## src/rtl/nrs_pkg.sv

```systemverilog
// Shared constants and types for the NRS ping-pong bit store.
package nrs_pkg;

   localparam int NRS_DEPTH   = 16;
   localparam int BITS_PER_RE = 2;
   // Offsets of the real and imaginary bits within one stored QPSK pair.
   localparam int RE_REAL     = 0;
   localparam int RE_IMAG     = 1;

   // Number of complete sequences currently held in the two banks.
   typedef enum logic [1:0] {
      OCC_EMPTY = 2'd0,
      OCC_ONE   = 2'd1,
      OCC_TWO   = 2'd2
   } occ_e;

   // Occupancy is fully determined by the two full flags.
   function automatic occ_e occ_from_full(input logic [1:0] full);
      unique case (full)
         2'b00:   return OCC_EMPTY;
         2'b11:   return OCC_TWO;
         default: return OCC_ONE;
      endcase
   endfunction

endpackage

```

## src/rtl/nrs_bank.sv

```systemverilog
// One DEPTH-bit bank: serial single-bit write port, synchronous clear, and
// N_RD combinational QPSK pair reads (address LSB ignored).
module nrs_bank
   import nrs_pkg::*;
#(
   parameter int DEPTH = NRS_DEPTH,
   parameter int LINES = $clog2(DEPTH),
   parameter int N_RD  = 2
) (
   input  logic                  clk,
   input  logic                  rst,
   input  logic                  we,
   input  logic [LINES-1:0]      wr_addr,
   input  logic                  wr_bit,
   input  logic                  clr,
   input  logic [N_RD*LINES-1:0] rd_addr,
   output logic [N_RD-1:0]       rd_r,
   output logic [N_RD-1:0]       rd_i
);

   logic [DEPTH-1:0] mem_q, mem_d;
   logic [LINES-1:0] a_even, idx_r, idx_i;

   // Next bank contents: clear wins over a write.
   always_comb begin
      mem_d = mem_q;
      if (clr) begin
         mem_d = '0;
      end else if (we) begin
         mem_d[wr_addr] = wr_bit;
      end
   end

   // Bank storage.
   always_ff @(posedge clk or negedge rst) begin
      if (!rst) begin
         mem_q <= '0;
      end else begin
         mem_q <= mem_d;
      end
   end

   // Pair read per port: the even address holds the real bit, odd the imaginary.
   always_comb begin
      a_even = '0;
      idx_r  = '0;
      idx_i  = '0;
      rd_r   = '0;
      rd_i   = '0;
      for (int k = 0; k < N_RD; k++) begin
         a_even  = rd_addr[k*LINES +: LINES] & ~LINES'(1);
         idx_r   = a_even | LINES'(RE_REAL);
         idx_i   = a_even | LINES'(RE_IMAG);
         rd_r[k] = mem_q[idx_r];
         rd_i[k] = mem_q[idx_i];
      end
   end

endmodule

```

## src/rtl/nrs_pingpong_buf.sv

```systemverilog
// Ping-pong store for NRS Gold bits: the generator fills one bank serially
// while N_RD registered read ports consume QPSK pairs from the other bank.
//
// Handshake: a write is accepted in a cycle where wr_en=1, wr_ready=1 and
// frame_start=0; a sequence is readable while bank_valid=1 and stays readable
// until rd_release is sampled with bank_valid=1. wr_en with wr_ready=0 drops
// the bit and sets the sticky overflow flag.
module nrs_pingpong_buf
   import nrs_pkg::*;
#(
   parameter int DEPTH = NRS_DEPTH,
   parameter int LINES = $clog2(DEPTH),
   parameter int N_RD  = 2
) (
   input  logic                  clk,
   input  logic                  rst,
   input  logic                  wr_en,
   input  logic                  c_n,
   input  logic                  frame_start,
   output logic                  wr_ready,
   output logic                  overflow,
   input  logic [N_RD-1:0]       rd_en,
   input  logic [N_RD*LINES-1:0] rd_addr,
   input  logic                  rd_release,
   output logic                  bank_valid,
   output logic [N_RD-1:0]       nrs_r,
   output logic [N_RD-1:0]       nrs_i,
   output logic [N_RD-1:0]       rd_vld,
   output logic [1:0]            occ_dbg
);

   logic [1:0]       full_q, full_d;
   logic             wr_bank_q, wr_bank_d;
   logic             rd_bank_q, rd_bank_d;
   logic [LINES-1:0] wr_ptr_q, wr_ptr_d;
   logic             overflow_q, overflow_d;
   logic [N_RD-1:0]  nrs_r_q, nrs_r_d;
   logic [N_RD-1:0]  nrs_i_q, nrs_i_d;
   logic [N_RD-1:0]  rd_vld_q, rd_vld_d;

   logic             wr_acc, fill_done, rel_acc;
   logic [1:0]       bank_we, bank_clr;
   logic [N_RD-1:0]  bank_r [2];
   logic [N_RD-1:0]  bank_i [2];

   assign wr_ready   = !full_q[wr_bank_q];
   assign bank_valid = full_q[rd_bank_q];
   assign overflow   = overflow_q;
   assign nrs_r      = nrs_r_q;
   assign nrs_i      = nrs_i_q;
   assign rd_vld     = rd_vld_q;
   assign occ_dbg    = occ_from_full(full_q);

   for (genvar b = 0; b < 2; b++) begin : g_bank
      nrs_bank #(
         .DEPTH(DEPTH),
         .LINES(LINES),
         .N_RD (N_RD)
      ) u_bank (
         .clk    (clk),
         .rst    (rst),
         .we     (bank_we[b]),
         .wr_addr(wr_ptr_q),
         .wr_bit (c_n),
         .clr    (bank_clr[b]),
         .rd_addr(rd_addr),
         .rd_r   (bank_r[b]),
         .rd_i   (bank_i[b])
      );
   end

   // Write/fill/release control and occupancy (full flags) next state.
   always_comb begin
      wr_acc     = wr_en && wr_ready && !frame_start;
      fill_done  = wr_acc && (wr_ptr_q == LINES'(DEPTH - 1));
      rel_acc    = rd_release && bank_valid;
      bank_we    = '0;
      bank_clr   = '0;
      full_d     = full_q;
      wr_bank_d  = wr_bank_q;
      rd_bank_d  = rd_bank_q;
      wr_ptr_d   = wr_ptr_q;
      overflow_d = overflow_q;

      bank_we[wr_bank_q] = wr_acc;
      // A partial fill is abandoned; scrub it unless that bank holds a sequence.
      bank_clr[wr_bank_q] = frame_start && !full_q[wr_bank_q];

      if (frame_start) begin
         wr_ptr_d   = '0;
         overflow_d = 1'b0;
      end else if (wr_en && !wr_ready) begin
         overflow_d = 1'b1;
      end else if (wr_acc) begin
         wr_ptr_d = wr_ptr_q + LINES'(1);
      end

      // Release and fill completion never address the same bank, so both apply.
      if (rel_acc) begin
         full_d[rd_bank_q] = 1'b0;
         rd_bank_d         = !rd_bank_q;
      end
      if (fill_done) begin
         full_d[wr_bank_q] = 1'b1;
         wr_bank_d         = !wr_bank_q;
      end
   end

   // Read output registers: data sampled from the pre-release bank.
   always_comb begin
      nrs_r_d  = nrs_r_q;
      nrs_i_d  = nrs_i_q;
      rd_vld_d = '0;
      for (int k = 0; k < N_RD; k++) begin
         if (rd_en[k]) begin
            if (bank_valid) begin
               nrs_r_d[k]  = bank_r[rd_bank_q][k];
               nrs_i_d[k]  = bank_i[rd_bank_q][k];
               rd_vld_d[k] = 1'b1;
            end else begin
               nrs_r_d[k] = 1'b0;
               nrs_i_d[k] = 1'b0;
            end
         end
      end
   end

   // State registers.
   always_ff @(posedge clk or negedge rst) begin
      if (!rst) begin
         full_q     <= '0;
         wr_bank_q  <= 1'b0;
         rd_bank_q  <= 1'b0;
         wr_ptr_q   <= '0;
         overflow_q <= 1'b0;
         nrs_r_q    <= '0;
         nrs_i_q    <= '0;
         rd_vld_q   <= '0;
      end else begin
         full_q     <= full_d;
         wr_bank_q  <= wr_bank_d;
         rd_bank_q  <= rd_bank_d;
         wr_ptr_q   <= wr_ptr_d;
         overflow_q <= overflow_d;
         nrs_r_q    <= nrs_r_d;
         nrs_i_q    <= nrs_i_d;
         rd_vld_q   <= rd_vld_d;
      end
   end

endmodule

```

## config.mk

```make
export PLATFORM = sky130hd
export DESIGN_NAME = nrs_pingpong_buf
export DESIGN_NICKNAME = d
export VERILOG_FILES = /design/src/rtl/nrs_pkg.sv /design/src/rtl/nrs_bank.sv /design/src/rtl/nrs_pingpong_buf.sv
export SDC_FILE = /design/constraint.sdc
export NUM_CORES = 1
export LEC_CHECK = 0
export ABC_AREA = 1
export ABC_CLOCK_PERIOD_IN_PS = 1830
export CORE_MARGIN = 10
export CORE_UTILIZATION = 59
export CTS_CLUSTER_DIAMETER = 100
export DETAILED_ROUTE_END_ITERATION = 16
export PLACE_DENSITY = 0.81
export SLEW_MARGIN = 10
export SYNTH_ARGS = -nofsm -noshare
export SYNTH_HDL_FRONTEND = slang
export SYNTH_HIERARCHICAL = 1
export SYNTH_SLANG_ARGS = --single-unit
```

## constraint.sdc

```tcl
create_clock -name clk -period 1.83 [get_ports clk]
set_clock_uncertainty 0.1 [all_clocks]
set_input_delay 0.2745 -clock clk [delete_from_list [all_inputs] [get_ports clk]]
set_output_delay 0.2745 -clock clk [all_outputs]
set_load 0.05 [all_outputs]
```

==> results by group <==
Run status
  • Outcome: finished clean

Floorplanning
  • Area of the die: 8992 sq um
  • Height of the chip: 94.83 um
  • Initial standard-cell utilization of the core: 60.36%
  • Die X-Extent: 94.83 um
  • Number of top-level pins: 27
  • Num rows: 27
  • Core area: 5473 sq um

GRT
  • Vias in the first global route: 3,256
  • Pin count of the biggest net entering global routing: 31
  • Sum of overflow across all layers after global routing: 0
  • Met3 track demand over resource in global routing: 4.520%
  • Global-route wire length before repair: 14.56 mm
  • Met2 Usage GRT: 30.09%
  • GR Util met1: 25.81%
  • GR peak layer: met2
  • Number of antenna violations at the first check in global routing: 0
  • GRT Resource Usage Total: 19.59%

Synthesis
  • Average cell area after synthesis: 6.232 sq um
  • Sequential element share of the synthesized area: 35.61%
  • Number of warnings printed during yosys synthesis: 6
  • Cell accounting for the most synthesized area: dfrtp_1
  • FFs w/ async S/R, synth: 100.0%
  • Post-synthesis cell type count: 21
  • Post-Syn Nets: 548
  • Leading post-synthesis cells by cell area: dfrtp_1 (36%), nand2_1 (24%), nand3_1 (10%)
  • Count of flip-flops with a built-in enable after synthesis: 0
  • Mapped Area: 3303 sq um
  • Synthesized instance count: 530
  • Portion of synthesized cell area occupied by the leading cell type: 35.61%
  • Top FF cell, synth: dfrtp_1
  • Most frequent cell after synthesis: nand2_1
  • Most instantiated cells after synthesis: nand2_1 (210), inv_1 (89), nand3_1 (67)
  • FF+latch count, synth: 47

Drt
  • Post-DRT Antenna Nets: 0
  • Routed length per placed instance: 13.12 um
  • DRT Pass-1 Iters: 5
  • Vias after detailed routing: 3,447
  • Wirelength, routed: 8.541 mm
  • Remaining routing DRC violations: 0
  • Via density: 5.295
  • First-iteration detailed-routing DRC count: 224

Setup path
  • Endpoint of the most critical register-to-register path: g_bank[0].u_bank/mem_q[9]
  • Beginning of the worst register-to-register path: wr_bank_q
  • CP max stage delay: 0.47 ns
  • CP startpoint kind: flop
  • Worst r2r path cells: 12
  • Largest driver fanout on the critical path: 8
  • Data arrival time of the critical path: 1.92 ns
  • Slowest stage cell, crit path: dfrtp_2
  • Critical path, cell by cell: nand2_4, nand3_4, nor2_4, inv_2, nor2_1, buf_4, nand2_4, nor2_4, nand2_1, o21ai_1, nand2_1, inv_1
  • Critical path data required time: 1.98 ns
  • Path type of the worst setup path: flop to flop
  • Total buffers and inverters traversed by the critical path: 3
  • Source of the critical timing path: wr_bank_q
  • Reg2Reg Setup Slack: 0.06 ns
  • CP Capture Type: flop
  • Cell family contributing the most delay on the critical path: simple AND/OR/NAND/NOR gates

Finish
  • Count of antenna diodes in the layout: 0
  • Non-filler instance count after layout: 651
  • Number of nets in the layout: 596
  • Area growth syn-to-layout: 20.38%
  • Final core occ: 72.66%
  • Share of post-route cells with drive strength above 1: 16.41%
  • Filler cell count: 467

Power and ir drop
  • Power per Cell Area: 521.8 nW/um^2
  • LEAKAGE: 0.002284 uW
  • IR drop worst, VDD: 0.0003708 V

Timing
  • Final hold violation count: 0
  • Highest clock rate: 0.5648 GHz
  • Share of the cycle needed by the critical path after routing: 96.75%
  • Unrepaired setup endpoints after global routing: true
  • Fin crit period: 1.771 ns
  • Final setup margin: 0.05945 ns
  • Total of endpoints with negative setup slack in the final report: 0
  • Slew at the pin closest to its max-slew limit: 0.6805 ns
  • Final Slew Violations: 0
  • Final hold slack: 0.3346 ns
  • Worst max-slew margin expressed relative to the limit: 54.64%

Clock network
  • TritonCTS buffer count: 5
  • TritonCTS clock tree: built
  • Clock insertion delay at the later pin of the skew report: 0.30 ns
  • Number of sinks handled by clock tree synthesis: 47
  • CTS root buf: clkbuf_8
  • H-Tree Depth: 2
  • Bufs on Longest Clock Path: 2
  • Clock edge transition at the registers on the reported setup and hold paths: 0.09 ns

Place
  • Number of buffer cells added on primary ports: 24
  • Global placement routability congestion: 0.9214
  • Dpl hpwl: 6.363 mm
  • Placed Cells incl. Taps: 640
  • Worst setup timing slack at the placement stage: -0.2230 ns

Min path
  • Class of the tightest hold or removal check: input pin to async pin

Flow run
  • Max-cap violations: 0
-- where the power goes --
part	internal (uW)	switching [uW]
Combinational	142	241
Sequential	1060	15.8
Clock	269	350
-- logic make-up (layout without fill, tap and decap cells) --
| kind of cell | after synthesis | in the layout | share of synthesized area (%) |
|---|---|---|---|
| adders and majority gates | 2 | 2 | 0.7575 |
| and+or+nand+nor | 326 | 326 | 43.18 |
| buffers and inverters | 118 | 167 | 14.55 |
| DFF | 47 | 47 | 35.61 |
| AOI/OAI and AO/OA | 37 | 37 | 5.909 |
-- per-layer routing --
| metal | up-vias | wire length (um) |
|---|---|---|
| met5 | - | 0 |
| li1 | 1728 | - |
| met3 | 22 | 755 |
| met4 | 0 | 140 |
| met1 | 1546 | 3742 |
| met2 | 151 | 3902 |
-- state kept, by name, indices dropped and copies added (netlist names) --
signal               count
g_bank.u_bank/mem_q     32
nrs_r                    2
overflow                 1
rd_bank_q                1
nrs_i                    2
rd_vld                   2
wr_ptr_q                 4
full_q                   2
wr_bank_q                1
-- worst register-to-register path: cells and delay by family, from the launching register on --
kind                   cells  cell delay, ns
and+or+nand+nor            8            0.83
buffers and inverters      3            0.25
AOI/OAI and AO/OA          1            0.08
DFF                        1            0.47
-- stage by stage --
step | cell area, sq um | setup TNS, ns | power, uW
floorplan | 3303 | 0 | 1307
global placement | 3806 | -2.824 | 1455
detailed placement | 3806 | -4.506 | 1465
CTS | 3902 | 0 | 2097
global route | 3976 | -0.9822 | 2186
finish | 3976 | 0 | 2075
-- placed cells by master, fill, tap and decap left out, types with 4 or more instances in the layout --
master / n
buf_4: 31
o21ai_1: 21
clkdlybuf4s50_1: 12
o21ai_0: 5
or2_2: 5
nor2_1: 12
clkbuf_8: 5
inv_2: 14
nor2_4: 5
nand2_1: 208
buf_12: 7
nor2_2: 7
o22ai_1: 8
dfrtp_1: 45
inv_1: 88
inv_4: 4
nand3_1: 64
nand4_1: 15
-- what timing repair did --
item	CTS	global route
resized for setup	2	16
hold buffers	1	0
pin swaps	0	7
hold endpoints to repair	17	0
endpoints found under the setup margin	8	30
setup buffers	0	2
-- worst max path at each step --
| stage | cells past startpoint | to |
|---|---|---|
| 2_1_floorplan | 3 | nrs_i[0] |
| 3_3_place_gp | 10 | g_bank[1].u_bank/mem_q[8] |
| 3_5_place_dp | 10 | g_bank[1].u_bank/mem_q[13] |
| 4_1_cts | 4 | bank_valid |
| 5_1_grt | 13 | g_bank[0].u_bank/mem_q[9] |
| 6_report | 12 | g_bank[0].u_bank/mem_q[9] |
-- cell type report --
cell class / instances / area [sq um] / share of cell area [%]
Inverter: 106 / 407.9 / 10.26
Clock inverter: 1 / 5.005 / 0.1259
Timing Repair Buffer: 53 / 519.2 / 13.06
Tap cell: 72 / 90.09 / 2.266
Sequential cell: 47 / 1179 / 29.64
Multi-Input combinational cell: 365 / 1699 / 42.73
Clock buffer: 7 / 76.32 / 1.919
(Power assumes the default switching activity.)
